===== config.mk =====
export PLATFORM = sky130hd
export DESIGN_NAME = byte_access_arbiter
export DESIGN_NICKNAME = d
export VERILOG_FILES = /design/src/rtl/byte_arb_pkg.sv /design/src/rtl/word_to_byte.sv /design/src/rtl/byte_access_arbiter.sv
export SDC_FILE = /design/constraint.sdc
export NUM_CORES = 1
export LEC_CHECK = 0
export BUFFER_PORTS_ARGS = -buffer_cell sky130_fd_sc_hd__buf_4
export CELL_PAD_IN_SITES_DETAIL_PLACEMENT = 0
export CELL_PAD_IN_SITES_GLOBAL_PLACEMENT = 2
export CORE_MARGIN = 1.5
export CORE_UTILIZATION = 17
export CTS_BUF_LIST = sky130_fd_sc_hd__clkbuf_2
export DETAILED_ROUTE_END_ITERATION = 7
export PLACE_DENSITY_LB_ADDON = 0.1
export SYNTH_ARGS = -nofsm -noshare
export SYNTH_HDL_FRONTEND = slang
export SYNTH_HIERARCHICAL = 1
export SYNTH_SLANG_ARGS = --single-unit

===== constraint.sdc =====
create_clock -name clk -period 3.28 [get_ports clk]
set_clock_uncertainty 0.15 [all_clocks]
set_input_delay 0.656 -clock clk [delete_from_list [all_inputs] [get_ports clk]]
set_output_delay 0.656 -clock clk [all_outputs]
set_load 0.05 [all_outputs]

===== src/rtl/byte_arb_pkg.sv =====
// Shared types and constants for the byte access arbiter.
// Lane geometry assumes a 32-bit word split into four byte lanes.
package byte_arb_pkg;

  typedef enum logic [1:0] {
    IDLE,
    ADDR,
    DATA,
    WRITE
  } arb_state_t;

  localparam int BYTE_LANES = 4;
  localparam int LANE_SEL_W = 2;

endpackage


===== src/rtl/word_to_byte.sv =====
// Selects one byte lane of a 32-bit word using the low bits of a byte address.
module word_to_byte
  import byte_arb_pkg::*;
#(
  parameter int ADDR_WIDTH = 6
) (
  input  logic [ADDR_WIDTH-1:0] byte_addr_in,
  input  logic [31:0]           word_data_in,
  output logic [7:0]            byte_data_out
);

  // Only the lane-select bits matter here; the word address is the caller's business.
  logic unused_word_addr;
  assign unused_word_addr = ^byte_addr_in[ADDR_WIDTH-1:LANE_SEL_W];

  always_comb begin
    byte_data_out = '0;
    for (int l = 0; l < BYTE_LANES; l++) begin
      if (byte_addr_in[LANE_SEL_W-1:0] == LANE_SEL_W'(l)) begin
        byte_data_out = word_data_in[l*8 +: 8];
      end
    end
  end

endmodule


===== src/rtl/byte_access_arbiter.sv =====
// Round-robin arbiter sharing a word-wide synchronous-read memory among byte requesters.
// Define BYTE_ARB_WRITE_EN to enable byte writes via read-modify-write; otherwise every access is a read.
module byte_access_arbiter
  import byte_arb_pkg::*;
#(
  parameter int BYTE_ADDR_WIDTH = 6,
  parameter int NUM_REQ         = 2
) (
  input  logic                               clk,
  input  logic                               rst,
  input  logic [NUM_REQ-1:0]                 req_valid,
  input  logic [NUM_REQ-1:0]                 req_write,
  input  logic [NUM_REQ*BYTE_ADDR_WIDTH-1:0] req_addr,
  input  logic [NUM_REQ*8-1:0]               req_wdata,
  output logic [NUM_REQ-1:0]                 req_ready,
  output logic                               rsp_valid,
  output logic [$clog2(NUM_REQ)-1:0]         rsp_id,
  output logic [7:0]                         rsp_data,
  output logic [BYTE_ADDR_WIDTH-3:0]         mem_addr,
  input  logic [31:0]                        mem_rdata,
  output logic [31:0]                        mem_wdata,
  output logic                               mem_we
);

  localparam int ID_W = $clog2(NUM_REQ);

  arb_state_t                 state;
  arb_state_t                 state_next;
  logic [ID_W-1:0]            ptr;
  logic [ID_W-1:0]            ptr_next;
  logic [ID_W-1:0]            win_id;
  logic [ID_W-1:0]            cand;
  logic                       win_found;
  logic                       accept;
  logic [BYTE_ADDR_WIDTH-1:0] addr_q;
  logic [ID_W-1:0]            id_q;
  logic [7:0]                 lane_byte;

`ifdef BYTE_ARB_WRITE_EN
  logic        write_q;
  logic [7:0]  wdata_q;
  logic [31:0] merge_q;
  logic [31:0] merge_word;
`else
  logic unused_write_inputs;
  assign unused_write_inputs = ^{req_write, req_wdata};
`endif

  // Search starts at the pointer and wraps, so the requester after the last winner goes first.
  always_comb begin
    win_found = 1'b0;
    win_id    = '0;
    ptr_next  = ptr;
    cand      = '0;
    for (int k = 0; k < NUM_REQ; k++) begin
      cand = ID_W'((int'(ptr) + k) % NUM_REQ);
      if (!win_found && req_valid[cand]) begin
        win_found = 1'b1;
        win_id    = cand;
        ptr_next  = ID_W'((int'(ptr) + k + 1) % NUM_REQ);
      end
    end
  end

  assign accept = (state == IDLE) && win_found && !rst;

  always_ff @(posedge clk) begin
    if (rst) begin
      state <= IDLE;
    end else begin
      state <= state_next;
    end
  end

  always_comb begin
    state_next = state;
    req_ready  = '0;
    rsp_valid  = 1'b0;
    rsp_data   = '0;
    mem_we     = 1'b0;
    case (state)
      IDLE: begin
        if (win_found) begin
          req_ready[win_id] = 1'b1;
          state_next        = ADDR;
        end
      end
      ADDR: state_next = DATA;
      DATA: begin
`ifdef BYTE_ARB_WRITE_EN
        if (write_q) begin
          state_next = WRITE;
        end else begin
          rsp_valid  = 1'b1;
          rsp_data   = lane_byte;
          state_next = IDLE;
        end
`else
        rsp_valid  = 1'b1;
        rsp_data   = lane_byte;
        state_next = IDLE;
`endif
      end
      WRITE: begin
`ifdef BYTE_ARB_WRITE_EN
        mem_we    = 1'b1;
        rsp_valid = 1'b1;
`endif
        state_next = IDLE;
      end
      default: state_next = IDLE;
    endcase
    // The state register still holds the old state during the reset cycle.
    if (rst) begin
      req_ready = '0;
      rsp_valid = 1'b0;
      rsp_data  = '0;
      mem_we    = 1'b0;
    end
  end

  always_ff @(posedge clk) begin
    if (rst) begin
      ptr    <= '0;
      addr_q <= '0;
      id_q   <= '0;
`ifdef BYTE_ARB_WRITE_EN
      write_q <= 1'b0;
      wdata_q <= '0;
      merge_q <= '0;
`endif
    end else begin
      if (accept) begin
        ptr    <= ptr_next;
        addr_q <= req_addr[win_id*BYTE_ADDR_WIDTH +: BYTE_ADDR_WIDTH];
        id_q   <= win_id;
`ifdef BYTE_ARB_WRITE_EN
        write_q <= req_write[win_id];
        wdata_q <= req_wdata[win_id*8 +: 8];
`endif
      end
`ifdef BYTE_ARB_WRITE_EN
      if (state == DATA && write_q) begin
        merge_q <= merge_word;
      end
`endif
    end
  end

`ifdef BYTE_ARB_WRITE_EN
  always_comb begin
    merge_word = mem_rdata;
    for (int l = 0; l < BYTE_LANES; l++) begin
      if (addr_q[LANE_SEL_W-1:0] == LANE_SEL_W'(l)) begin
        merge_word[l*8 +: 8] = wdata_q;
      end
    end
  end

  assign mem_wdata = merge_q;
`else
  assign mem_wdata = '0;
`endif

  word_to_byte #(
    .ADDR_WIDTH(BYTE_ADDR_WIDTH)
  ) u_word_to_byte (
    .byte_addr_in (addr_q),
    .word_data_in (mem_rdata),
    .byte_data_out(lane_byte)
  );

  assign mem_addr = addr_q[BYTE_ADDR_WIDTH-1:LANE_SEL_W];
  assign rsp_id   = id_q;

endmodule


---- After elaboration in Yosys (flattened, before gate mapping) ----
Index checks and enable logic that the tools add are counted.
storage, ports and cells
  flip-flop bits (word level) ............. 10
  bits of input ports ..................... 66
  output and inout port bits .............. 49
  word-level logic and storage cells ...... 55
cells by class
  $add $sub $neg .......................... 2
  multiply operators ...................... 1
  order comparisons ....................... 4
  equal/unequal tests ..................... 7
  shift-type cells ........................ 1
  muxes and demuxes ....................... 25
  reductions and logical operators ........ 11
operators by type and width
  operator                                             number
  2-to-1 mux 8 bit                                     6
  2-to-1 mux 1 bit                                     13
  variable part select 12 x 5 -> 6 bit                 1
  == test 2 bit (second input constant)                4
  2-to-1 mux 2 bit                                     4
  < comparator 1 x 2 -> 1 bit (second input constant)  3
  case mux 2 bit (3 select lines)                      1
  == test 2 x 1 -> 1 bit (second input constant)       2
  logical AND 1 bit                                    4
  zero test 2 bit                                      2
  multiplier 1 x 2 -> 3 bit (second input constant)    1
  adder 1 bit (second input constant)                  2
  zero test 1 bit                                      2
  inequality test 2 bit (second input constant)        1
  AND reduction 2 bit                                  1
  nonzero test 2 bit                                   1
  OR reduction 2 bit                                   1
  demux 1 bit (select 1 bit)                           1
  >= comparator 1 bit (second input constant)          1

---- Depth between registers and ports, before layout ----
  depth in word-level cells ............... 13
  depth in mapped cells ................... 4

---- Modules after synthesis ----
The synthesis kept the hierarchy.
by module, submodules not included
  module               times used  cells an instance  area each (um^2)
  byte_access_arbiter  1           91                 775.7
  word_to_byte         1           10                 196.4

---- Worst setup path after synthesis ----
No wires, ideal clock.
  kind .................................... input to output
  start ................................... input port rst
  end ..................................... output port rsp_data[0]
  arrival time ............................ 2653 ps
  required time ........................... 2474 ps
  setup slack ............................. -179 ps
  stages .................................. 2
  buffers on the path ..................... 0
  cell sequence ........................... nor3b_1 and2_1
between the ends
  word-level cells in the longest chain between the ends .. 1
ends and longest elaborated chain
  what                line                        source
  start: declaration  byte_access_arbiter.sv:10   input logic rst,
  2-to-1 mux 8 bit    byte_access_arbiter.sv:114  if (rst) begin
  end: declaration    byte_access_arbiter.sv:18   output logic [7:0] rsp_data,
Every way passes these cells.

---- Worst setup path in the final report ----
  start ................................... input port rst
  end ..................................... output port req_ready[1]
between the ends
  word-level cells in the longest chain between the ends .. 1
ends and longest elaborated chain
  what              line                        source
  2-to-1 mux 2 bit  byte_access_arbiter.sv:114
  end: declaration  byte_access_arbiter.sv:15   output logic [NUM_REQ-1:0] req_ready,
Every way passes these cells.

==> qor.tcl <==
set qor(cts-buffers-inserted) 3
set qor(post-route-worst-setup-slack_ps) 615
set qor(detailedRoute.firstIterationViolations) 20
set qor(detailedPlacementHpwl_um) 2230
set qor(wire_per_inst_um) 11.5
set qor(cts.repair.resized) 0
set qor(worst_hold_startpoint) {state[1]}
set qor(maximum_number_of_pins_on_one_net_before_global_route_repair) 11
set qor(synth.cell_area_um2) 972
set qor(setup_viol_count_final) 0
set qor(worstHoldPathType) {flop to flop}
set qor(r2r-end) {addr_q[5]}
set qor(max_cap_viol_count) 0
set qor(post_cts_setup_buffers) 0
set qor(layout.cell_area.non_filler_um2) 1380
set qor(die_area_um2) 6180
set qor(timing.critical_path.mode_cell) {buf_4}
set qor(critPathSlowestCell) {or3_1}
set qor(floorplan.io_pins) 115
set qor(first_global_vias) 807
set qor(clock-sinks) 10
set qor(critPathKind) {primary input to output pin}
set qor(area.growth.synth_to_final_pct) 41.6
set qor(diode_count) 0
set qor(initial_antenna_violation_count) 0
set qor(critPathMaxStageDelay_ps) 490
set qor(gp_routability_congestion) 0.731
set qor(start_util) 0.177
set qor(grt_setup_unrepaired) {no}
set qor(worst-r2r-setup-slack_ps) 1540
set qor(final_layout_size_suffix_gt1_frac) 0.541
set qor(route.antenna.remaining_nets) 0
set qor(timing.critical_path.fanout_max) 9
set qor(cts_tree) {done}
set qor(die_y_um) 78.6
set qor(worst_r2r_startpoint) {state[1]}
set qor(powerDensity_nw_per_um2) 333
set qor(critical_path_arrival_ps) 1860
set qor(detail_route.drc_violations) 0
set qor(dr_total_vias) 870
set qor(tightest_slew_ps) 631
set qor(finalHoldViolations) 0
set qor(critical_path_start) {rst}
set qor(finalSetupTns_ps) 0
set qor(layout.core_utilization) 0.250
set qor(cp_cell_sequence) {buf_4 -> or3_1 -> nor3b_1 -> buf_4}
set qor(ctsRootBufferMaster) {clkbuf_2}
set qor(die-width_um) 78.6
set qor(irDropWorstVdd_mv) 0.138
set qor(static-leakage-power_uw) 0.000673
set qor(place_ws_ps) 630
set qor(core_ar_um2) 5510
set qor(portBuffers) 63
set qor(setup.worst_path.end) {req_ready[1]}
set qor(worst_ep_required_time_ps) 2470
set qor(max-clock-path-buffers) 2
set qor(clock_insertion_delay_at_the_later_pin_of_the_skew_report_ps) 240
set qor(post_dp_cell_area_um2) 1360
set qor(max_freq_ghz) 0.375
set qor(holdPathStages) 1
set qor(cts_hold_buffers) 0
set qor(cells_after_synth) 101
set qor(grtUsageTotal) 0.0793
set qor(fin_crit_ps) 2670
set qor(critPathLaunchType) {primary input}
set qor(outcome) {finished clean}
set qor(clkSlewWorstSetupHoldPaths_ps) 100
set qor(rr_worst_depth) 4
set qor(post_drt_via_cell_ratio) 3.77
set qor(synthesis.yosys.warnings) 6
set qor(drt_first_pass_iters) 4
set qor(final_nets) 227
set qor(placement_rows) 27
set qor(fraction_of_the_yosys_area_taken_by_sequential_cells) 0.206
set qor(worst_setup_path_end_kind) {output pin}
set qor(mostFrequentLayoutCell) {buf_4}
set qor(timing.final.max_slew_violations) 0
set qor(commonest_non_fill_non_tap_cells_in_the_layout) {buf_4, conb_1, dfxtp_1, and2_1, mux4_2}
set qor(ys_ff_latch) 10
set qor(slew-limit-headroom) 0.579
set qor(yosysUniqueCellTypes) 23
set qor(htree_num_levels) 1
set qor(globalRoute.totalOverflow) 0
set qor(global_route_wire_length_before_repair_um) 3830
set qor(syn_area_per_cell_um2) 9.63
set qor(drt-total-wl_um) 2650
set qor(period_share) 0.813
synthesized netlist by cell type:
cell type,count,share of area
nor3b_1,3,0.023
nor2b_1,1,0.0064
inv_1,1,0.0039
nor3_1,6,0.031
clkbuf_1,1,0.0039
a211oi_4,1,0.021
buf_4,37,0.29
nand2_1,6,0.023
a311oi_1,1,0.0090
a21o_1,1,0.0077
clkbuf_2,1,0.0051
or3_1,1,0.0064
buf_6,2,0.023
and2_1,8,0.051
or2_2,1,0.0064
a21oi_1,2,0.010
a221o_2,6,0.069
conb_1,1,0.0039
nor2_1,1,0.0039
mux4_2,8,0.19
buf_2,1,0.0051
dfxtp_1,10,0.21
and2b_2,1,0.0090
registers in the layout, summed over array words and instances (netlist names):
name	flops
rsp_id	1
ptr	1
addr_q	6
state	2
area by class of cell:
cell class,count,area (µm²)
Fill cell,631,4130
Multi-Input combinational cell,80,579
Timing Repair Buffer,65,488
Sequential cell,10,200
Tap cell,72,90.1
Clock buffer,3,15.0
Inverter,1,3.75
how the worst min path moves through the flow:
stage | endpoint
CTS | state[1]
floorplan | state[1]
finish | state[1]
global placement | state[1]
global route | state[1]
detailed placement | rsp_id
per-stage QoR:
stage / total power [µW] / instances / hold WS (ps)
finish: 459 / 231 / 319
floorplan: 368 / 133 / 273
global route: 487 / 231 / 337
CTS: 466 / 231 / 324
detailed placement: 398 / 228 / 301
global placement: 397 / 228 / 291
critical path: cells and delay by family:
family        cells  cell delay [ps]
buf+inv           2              380
simple gates      2              810
layer usage:
| layer | routed length, µm | track usage | share of wire |
|---|---|---|---|
| met1 | 1100 | 0.0985 | 0.42 |
| met2 | 1120 | 0.121 | 0.42 |
| met3 | 424 | 0.0360 | 0.16 |
| met4 | 0 | 0.0268 | 0 |
| met5 | 0 | 0 | 0 |
kinds of logic (layout without fill, tap and decap cells):
family                 Yosys count  in the layout  share of synthesized area
buffers and inverters           43             69                      0.327
AND/OR/NAND/NOR                 28             28                      0.161
AO/OA/AOI/OAI                   11             11                      0.117
flip-flops                      10             10                      0.206
multiplexers                     8              8                      0.185
other                            1             33                    0.00386
where the power goes:
part	internal [µW]	total (µW)	switching, µW
sequential	133	150	16.6
clock	25.0	65.6	40.7
combinational	88.8	243	155
(Power assumes the default switching activity.)
